### src/rtl/cfg_reg_master.sv
// cfg_reg_master: register-bus initiator for the CFG register tree.
// Accepts write / read / poll-until-match commands one at a time on a valid/ready
// command stream and returns exactly one response per command.
module cfg_reg_master #(
    parameter int unsigned RD_LATENCY     = 1,
    parameter int unsigned POLL_MAX_TRIES = 1024
) (
    input  logic        clk,
    input  logic        rst,
    input  logic        cmd_valid,
    output logic        cmd_ready,
    input  logic [1:0]  cmd_op,
    input  logic [63:0] cmd_addr,
    input  logic [31:0] cmd_wdata,
    input  logic [31:0] cmd_mask,
    output logic        rsp_valid,
    input  logic        rsp_ready,
    output logic [31:0] rsp_rdata,
    output logic [1:0]  rsp_status,
    output logic [63:0] reg_addr,
    output logic        reg_wr_en,
    output logic [31:0] reg_wr_data,
    input  logic [31:0] reg_rd_data
);

    // Wait counter only needs to reach RD_LATENCY; keep at least one bit for latency 0.
    localparam int unsigned CntW   = (RD_LATENCY > 0) ? $clog2(RD_LATENCY + 1) : 1;
    localparam int unsigned TriesW = $clog2(POLL_MAX_TRIES + 1);

    localparam logic [CntW-1:0]   CntLast  = CntW'(RD_LATENCY);
    localparam logic [TriesW-1:0] TriesMax = TriesW'(POLL_MAX_TRIES);

    localparam logic [1:0] OpWrite = 2'b00;
    localparam logic [1:0] OpRead  = 2'b01;
    localparam logic [1:0] OpPoll  = 2'b10;

    localparam logic [1:0] StatusOk      = 2'b00;
    localparam logic [1:0] StatusTimeout = 2'b01;
    localparam logic [1:0] StatusIllegal = 2'b10;

    typedef enum logic [1:0] {
        StIdle,
        StWrite,
        StRdWait,
        StResp
    } state_e;

    state_e             state_q, state_d;
    logic               is_poll_q, is_poll_d;
    logic [31:0]        expect_q, expect_d;
    logic [31:0]        mask_q, mask_d;
    logic [CntW-1:0]    cnt_q, cnt_d;
    logic [TriesW-1:0]  tries_q, tries_d;
    logic [63:0]        reg_addr_q, reg_addr_d;
    logic [31:0]        reg_wr_data_q, reg_wr_data_d;
    logic [31:0]        rsp_rdata_q, rsp_rdata_d;
    logic [1:0]         rsp_status_q, rsp_status_d;
    logic [TriesW-1:0]  tries_inc;
    logic               poll_match;

    // Next-state logic: command capture, read timing, poll retry and response hold.
    always_comb begin
        state_d       = state_q;
        is_poll_d     = is_poll_q;
        expect_d      = expect_q;
        mask_d        = mask_q;
        cnt_d         = cnt_q;
        tries_d       = tries_q;
        reg_addr_d    = reg_addr_q;
        reg_wr_data_d = reg_wr_data_q;
        rsp_rdata_d   = rsp_rdata_q;
        rsp_status_d  = rsp_status_q;
        tries_inc     = tries_q + 1'b1;
        poll_match    = ((reg_rd_data ^ expect_q) & mask_q) == 32'd0;

        case (state_q)
            StIdle: begin
                if (cmd_valid) begin
                    is_poll_d  = (cmd_op == OpPoll);
                    expect_d   = cmd_wdata;
                    mask_d     = cmd_mask;
                    reg_addr_d = cmd_addr;
                    cnt_d      = '0;
                    tries_d    = '0;
                    unique case (cmd_op)
                        OpWrite: begin
                            reg_wr_data_d = cmd_wdata;
                            state_d       = StWrite;
                        end
                        OpRead, OpPoll: begin
                            state_d = StRdWait;
                        end
                        default: begin
                            rsp_rdata_d  = 32'd0;
                            rsp_status_d = StatusIllegal;
                            state_d      = StResp;
                        end
                    endcase
                end
            end
            StWrite: begin
                rsp_rdata_d  = 32'd0;
                rsp_status_d = StatusOk;
                state_d      = StResp;
            end
            StRdWait: begin
                if (cnt_q == CntLast) begin
                    rsp_rdata_d = reg_rd_data;
                    tries_d     = tries_inc;
                    if (!is_poll_q || poll_match) begin
                        rsp_status_d = StatusOk;
                        state_d      = StResp;
                    end else if (tries_inc == TriesMax) begin
                        rsp_status_d = StatusTimeout;
                        state_d      = StResp;
                    end else begin
                        // Re-read the same address; reg_addr is left untouched.
                        cnt_d = '0;
                    end
                end else begin
                    cnt_d = cnt_q + 1'b1;
                end
            end
            StResp: begin
                if (rsp_ready) begin
                    state_d = StIdle;
                end
            end
            default: begin
                state_d = StIdle;
            end
        endcase
    end

    // State and datapath registers with synchronous reset; in-flight commands are dropped.
    always_ff @(posedge clk) begin
        if (rst) begin
            state_q       <= StIdle;
            is_poll_q     <= 1'b0;
            expect_q      <= 32'd0;
            mask_q        <= 32'd0;
            cnt_q         <= '0;
            tries_q       <= '0;
            reg_addr_q    <= 64'd0;
            reg_wr_data_q <= 32'd0;
            rsp_rdata_q   <= 32'd0;
            rsp_status_q  <= 2'b00;
        end else begin
            state_q       <= state_d;
            is_poll_q     <= is_poll_d;
            expect_q      <= expect_d;
            mask_q        <= mask_d;
            cnt_q         <= cnt_d;
            tries_q       <= tries_d;
            reg_addr_q    <= reg_addr_d;
            reg_wr_data_q <= reg_wr_data_d;
            rsp_rdata_q   <= rsp_rdata_d;
            rsp_status_q  <= rsp_status_d;
        end
    end

    assign cmd_ready   = (state_q == StIdle);
    assign rsp_valid   = (state_q == StResp);
    // Gate the strobe with rst so no write reaches the register tree once reset is seen.
    assign reg_wr_en   = (state_q == StWrite) && !rst;
    assign reg_addr    = reg_addr_q;
    assign reg_wr_data = reg_wr_data_q;
    assign rsp_rdata   = rsp_rdata_q;
    assign rsp_status  = rsp_status_q;

endmodule

### config.mk
export PLATFORM = sky130hd
export DESIGN_NAME = cfg_reg_master
export DESIGN_NICKNAME = d
export VERILOG_FILES = /design/src/rtl/cfg_reg_master.sv
export SDC_FILE = /design/constraint.sdc
export NUM_CORES = 1
export LEC_CHECK = 0
export BUFFER_PORTS_ARGS = -buffer_cell sky130_fd_sc_hd__buf_2
export CORE_ASPECT_RATIO = 0.8
export CORE_MARGIN = 3
export CORE_UTILIZATION = 35
export DETAILED_ROUTE_END_ITERATION = 7
export HOLD_SLACK_MARGIN = 0.03
export SETUP_SLACK_MARGIN = 0.02
export SLEW_MARGIN = 20
export SYNTH_ARGS = -nofsm -noshare
export SYNTH_HDL_FRONTEND = slang
export SYNTH_SLANG_ARGS = --single-unit
export TNS_END_PERCENT = 20
### constraint.sdc
create_clock -name clk -period 1.9 [get_ports clk]
set_clock_uncertainty 0.15 [all_clocks]
set_input_delay 0.19 -clock clk [delete_from_list [all_inputs] [get_ports clk]]
set_output_delay 0.19 -clock clk [all_outputs]
set_load 0.03 [all_outputs]
=== Word-level counts from Yosys, hierarchy flattened ===
Index checks and enable logic that the tools add are counted.

* Register bits: 209
* Output and inout bits: 133

* Add/sub/neg operators: 2
* Equality and inequality tests: 11
* Mux-type cells: 25
* Bitwise operators: 2
* Reduce and logical (&&, ||, !) cells: 18

{| class="wikitable"
|+ Operators with widths
! operator !! number
|-
| $mux 32 || 3
|-
| $pmux 32 s3 || 1
|-
| $and 32x32->32 || 1
|-
| $logic_not 32->1 || 1
|-
| $xor 32x32->32 || 1
|-
| $mux 11 || 2
|-
| $pmux 11 s2 || 1
|-
| $mux 2 || 10
|-
| $add 11x1->11 const B || 1
|-
| $eq 11x11->1 const B || 1
|-
| $pmux 2 s4 || 1
|-
| $reduce_and 4->1 || 2
|-
| $eq 2x2->1 const B || 3
|-
| $ne 2x2->1 const B || 3
|-
| $pmux 2 s3 || 1
|-
| $reduce_and 3->1 || 2
|-
| $reduce_and 5->1 || 1
|-
| $eq 2x1->1 const B || 2
|-
| $logic_not 2->1 || 2
|-
| $mux 1 || 4
|-
| $pmux 2 s2 || 1
|-
| $reduce_and 2->1 || 2
|-
| $ne 3x3->1 const B || 1
|-
| $reduce_bool 3->1 || 1
|-
| 9 further kinds || 10
|}

=== Depth between registers and ports, before layout ===
* Depth after elaboration: 7
* Depth in mapped cells: 10
* Gate-level depth less buffers: 8

=== Worst setup path after synthesis ===
OpenSTA, ideal clock, no wires.

* Path kind: register to register
* Start: register state_q[0]
* End: register reg_addr_q[62] (netlist: reg_addr[62])
* Arrival time: 1.946 ns
* Setup slack: -0.266 ns
* Cell stages (with the launch flop): 9
* Buffers on the path: 3
* Clock period less this slack: 2.166 ns
* Path through: dfxtp_1 inv_1 ha_1 and2_1 clkbuf_1 clkbuf_1 clkbuf_1 nand2_1 a21oi_1

* Word-level cells in the longest chain between the ends: 2

{| class="wikitable"
|+ RTL lines
! element !! line !! source
|-
| start: declaration || 48 || <nowiki>state_e state_q, state_d;</nowiki>
|-
| start signal: assignment || 138 || <nowiki>state_q <= StIdle;</nowiki>
|-
| start signal: assignment || 149 || <nowiki>state_q <= state_d;</nowiki>
|-
| $logic_not 2->1 || n/a ||
|-
| named net cmd_ready || 11 || <nowiki>output logic cmd_ready,</nowiki>
|-
| $reduce_and 2->1 (no line) || n/a ||
|-
| end signal: assignment || 155 || <nowiki>reg_addr_q <= reg_addr_d;</nowiki>
|-
| end: declaration || 54 || <nowiki>logic [63:0] reg_addr_q, reg_addr_d;</nowiki>
|}

The timed path passes the listed nets, and every way through them passes these cells.
A chain may end at the register's enable or synchronous reset.

=== Worst setup path in the final report ===
* Start: register expect_q[8]
* End: register state_q[0]

* Word-level cells in the longest chain between the ends: 7
* Elaborated cells between the ends (all ways): 9
* Classes of those cells: 1 x eq/ne; 3 x mux; 2 x bitwise; 3 x reduce/logical

{| class="wikitable"
|+ RTL lines
! element !! line !! source
|-
| start: declaration || 50 || <nowiki>logic [31:0] expect_q, expect_d;</nowiki>
|-
| start signal: assignment || 151 || <nowiki>expect_q <= expect_d;</nowiki>
|-
| $xor 32x32->32 * || 74 || <nowiki>poll_match = ((reg_rd_data ^ expect_q) & mask_q) == 32'd0;</nowiki>
|-
| $and 32x32->32 * || 74 ||
|-
| $logic_not 32->1 * || 74 ||
|-
| $logic_or 1x1->1 * || 110 || <nowiki>if (!is_poll_q || poll_match) begin</nowiki>
|-
| $mux 2 || 110 ||
|-
| $mux 2 || 107 || <nowiki>if (cnt_q == CntLast) begin</nowiki>
|-
| $pmux 2 s4 || 76 || <nowiki>case (state_q)</nowiki>
|}

Mark *: on every way between the ends. The rest lies on a longest branch, timed or not. The select of a mux whose other input is x is not followed.

==> results by group <==
Logic synthesis
  – Post-synthesis register bit count: 209
  – Cell count after synthesis: 1033
  – Netlist cell types: 42
  – Synth area leader: dfxtp_1
  – Mapped Area: 8130 µm²
  – Syn_nets: 1209
  – Post-synth EDFFs: 0
  – Seq/Total Area, Yosys: 51.5%
  – Average size of a mapped cell: 7.87 µm²
  – Top cell type's share of synthesized area: 51.5%
  – Synth warn: 0
  – Synth top area cells: dfxtp_1, nand2_1, a21oi_1, xor2_1, clkbuf_1
  – Main synth FF type: dfxtp_1
  – Async set-reset flop share out of synthesis: 0%

Floorplanning
  – Die W: 176 µm
  – Row count: 49
  – I/O pin cnt: 299
  – CORE AREA: 22600 µm²
  – Starting Density: 35.9%
  – Die height: 142 µm
  – Die area: 25100 µm²

Route
  – Initial DRC Count: 436
  – Via Count: 8782
  – DRC viols: 0
  – Final ANT Viol Nets: 0
  – DRT Pass-1 Iters: 5
  – Post-Route WL: 29400 µm
  – DR WL/cell: 16.1 µm
  – Vias/cell: 4.80

Clock tree
  – # H-tree levels: 1
  – Root Driver: clkbuf_16
  – Clock slew at reported path FFs: 0.06 ns
  – Clk_lat worst skew: 0.51 ns
  – Cts bufs inserted: 23
  – Clock sink count: 209
  – CTS tree: built
  – Max clock buf depth: 3

Timing
  – Final Max Tran Viols: 0
  – Headroom to the max-slew limit: 71.8%
  – Final count of hold timing violations: 0
  – Fmax: 472 MHz
  – Crit share post-route: 112%
  – Final worst setup slack: -0.220 ns
  – Hold Slack: 0.0637 ns
  – Final setup fails: 4
  – Slew @ Worst Pin: 0.423 ns
  – Post-route minimum period: 2.12 ns
  – Unrepaired setup endpoints after global routing: true

Cells and area
  – Footprint of the multi-input gates: 3830 µm²
  – Layout cells sized above 1: 29.4%
  – Most common cell after layout, fill and taps aside: nand2_1
  – Fillers: 2065
  – FF+latch area: 4200 µm²
  – Commonest non-fill, non-tap cells in the layout: nand2_1, buf_2, a21oi_1, dfxtp_1, dlygate4sd3_1
  – Layout area overhead: 59.2%
  – Nets: 1682
  – Fin util: 57.2%

Global route
  – Gr usage total: 22.1%
  – First-pass GRT wire length: 45100 µm
  – Initial antenna violation count: 3
  – Vias in the first global route: 8465
  – Largest net degree at the start of global routing: 63
  – Gr ovfl total: 0

Placed design
  – RD Place Congestion: 0.799
  – Port bufs: 298
  – Post-DP HPWL: 19700 µm

Critical path
  – Worst Setup EP: state_q[0]
  – Critical Path, Cell by Cell: xor2_1 -> a22oi_2 -> nand4_1 -> o41ai_4 -> o221ai_2 -> mux2_4
  – CP max-delay cell: o41ai_4
  – Worst Path Max Fanout: 2
  – Worst setup path start: expect_q[8]
  – Worst r2r dst: state_q[0]
  – R2r startpoint: expect_q[8]
  – Reg-to-reg setup timing slack: -0.22 ns
  – Worst path arrival time: 2.35 ns
  – Startpoint Class: register
  – CP Capture Type: register
  – Slowest cell delay on critical path: 0.44 ns
  – Worst reg-to-reg path cell count: 6
  – Crit path kind: register to register
  – CP Data Required Time: 2.13 ns

Run status
  – Status: complete, but fails checks
  – Failing checks: setup timing

Pwr
  – Pwr dens: 1200 nW/µm²
  – Max rail drop VDD: 0.745 mV
  – Leak: 5.68 nW

Flow run
  – Maxcap violations: 0

Min path
  – HP Class: input port to register
## critical path, delay by kind of cell (launching register included)
| kind | cells | cell delay, ns |
|---|---|---|
| AO/OA/AOI/OAI | 3 | 0.83 |
| XOR/XNOR | 1 | 0.20 |
| flip-flops | 1 | 0.31 |
| multiplexers | 1 | 0.32 |
| AND/OR/NAND/NOR | 1 | 0.20 |
## cells by family (layout without fill, tap and decap cells)
family          after synthesis  count (layout)  synth area share [%]
xor+xnor                     34              34                  3.66
compound gates              245             246                  16.5
simple gates                452             452                  22.5
buf+inv                      79             567                  3.77
flops                       209             209                  51.5
fa+ha+maj                    10              10                  1.54
other cells                   0               2                     0
mux                           4               4                 0.523
## where the power goes
| group | internal [mW] | switching, mW |
|---|---|---|
| Sequential | 5.00 | 0.346 |
| Combinational | 2.15 | 3.65 |
| Clock | 2.60 | 1.83 |
| Total | 9.75 | 5.83 |
## routing by layer
layer	share of wire, %	global-route usage [%]	routed length, µm	vias to the layer above
met5	0.044	0	13	-
li1	-	-	-	4363
met2	46	36.8	13700	301
met3	7.1	5.65	2100	38
met4	2.0	5.58	597	2
met1	44	28.9	13000	4078
## cells in the mapped netlist (3+ instances only)
master	instances
nand2_1	368
dfxtp_1	209
clkbuf_1	66
xor2_1	33
ha_1	10
a22oi_1	18
a21oi_1	204
inv_1	8
nand4_1	6
o21ai_0	9
and2_1	3
and3_1	5
nor2b_1	3
nor2_1	22
nand3_1	34
## registers in the layout, indices dropped and copies added, names as in the netlist
register,cells
reg_wr_data,32
is_poll_q,1
rsp_rdata,32
cnt_q,1
state_q,2
mask_q,32
expect_q,32
tries_q,11
reg_addr,64
rsp_status,2
## final cells by class
type	instances	area share, %
Antenna cell	2	0.0387
Clock buffer	33	5.20
Clock inverter	8	0.571
Inverter	8	0.251
Multi-Input combinational cell	746	29.6
Sequential cell	209	32.5
Tap cell	306	2.96
Timing Repair Buffer	518	28.9
## repair_timing
action                                 in CTS  in global routing
resized for setup                          25                 33
endpoints found under the hold margin     202                  0
hold buffers                              163                  0
setup endpoints to repair                  49                 54
pin swaps                                  11                 13
setup buffers                               1                  0
gates cloned                                1                  1
## worst min path at each step
stage | start | endpoint | slack [ns] | depth (start not counted)
final | cmd_valid | expect_q[31] | 0.06 | 4
after global routing | cmd_valid | expect_q[31] | 0.07 | 4
after CTS | cmd_valid | expect_q[31] | 0.04 | 4
after detailed placement | cmd_addr[2] | reg_addr[2] | 0.29 | 3
after global placement | cmd_addr[12] | reg_addr[12] | 0.28 | 3
after floorplan | cmd_mask[0] | mask_q[0] | 0.18 | 2
## stage by stage
step / TNS [ns] / setup WS, ns / cells / total power [mW] / area (µm²)
final: -0.610 / -0.220 / 1830 / 15.6 / 12900
after floorplan: -0.104 / -0.0493 / 1033 / 8.54 / 8170
after global routing: -0.820 / -0.252 / 1830 / 16.4 / 12900
after global placement: -1.94 / -0.240 / 1621 / 10.5 / 10300
after detailed placement: -2.82 / -0.321 / 1621 / 10.6 / 10300
after CTS: -0.658 / -0.236 / 1827 / 15.5 / 12800
No activity file was read; power rests on OpenSTA's default activity.
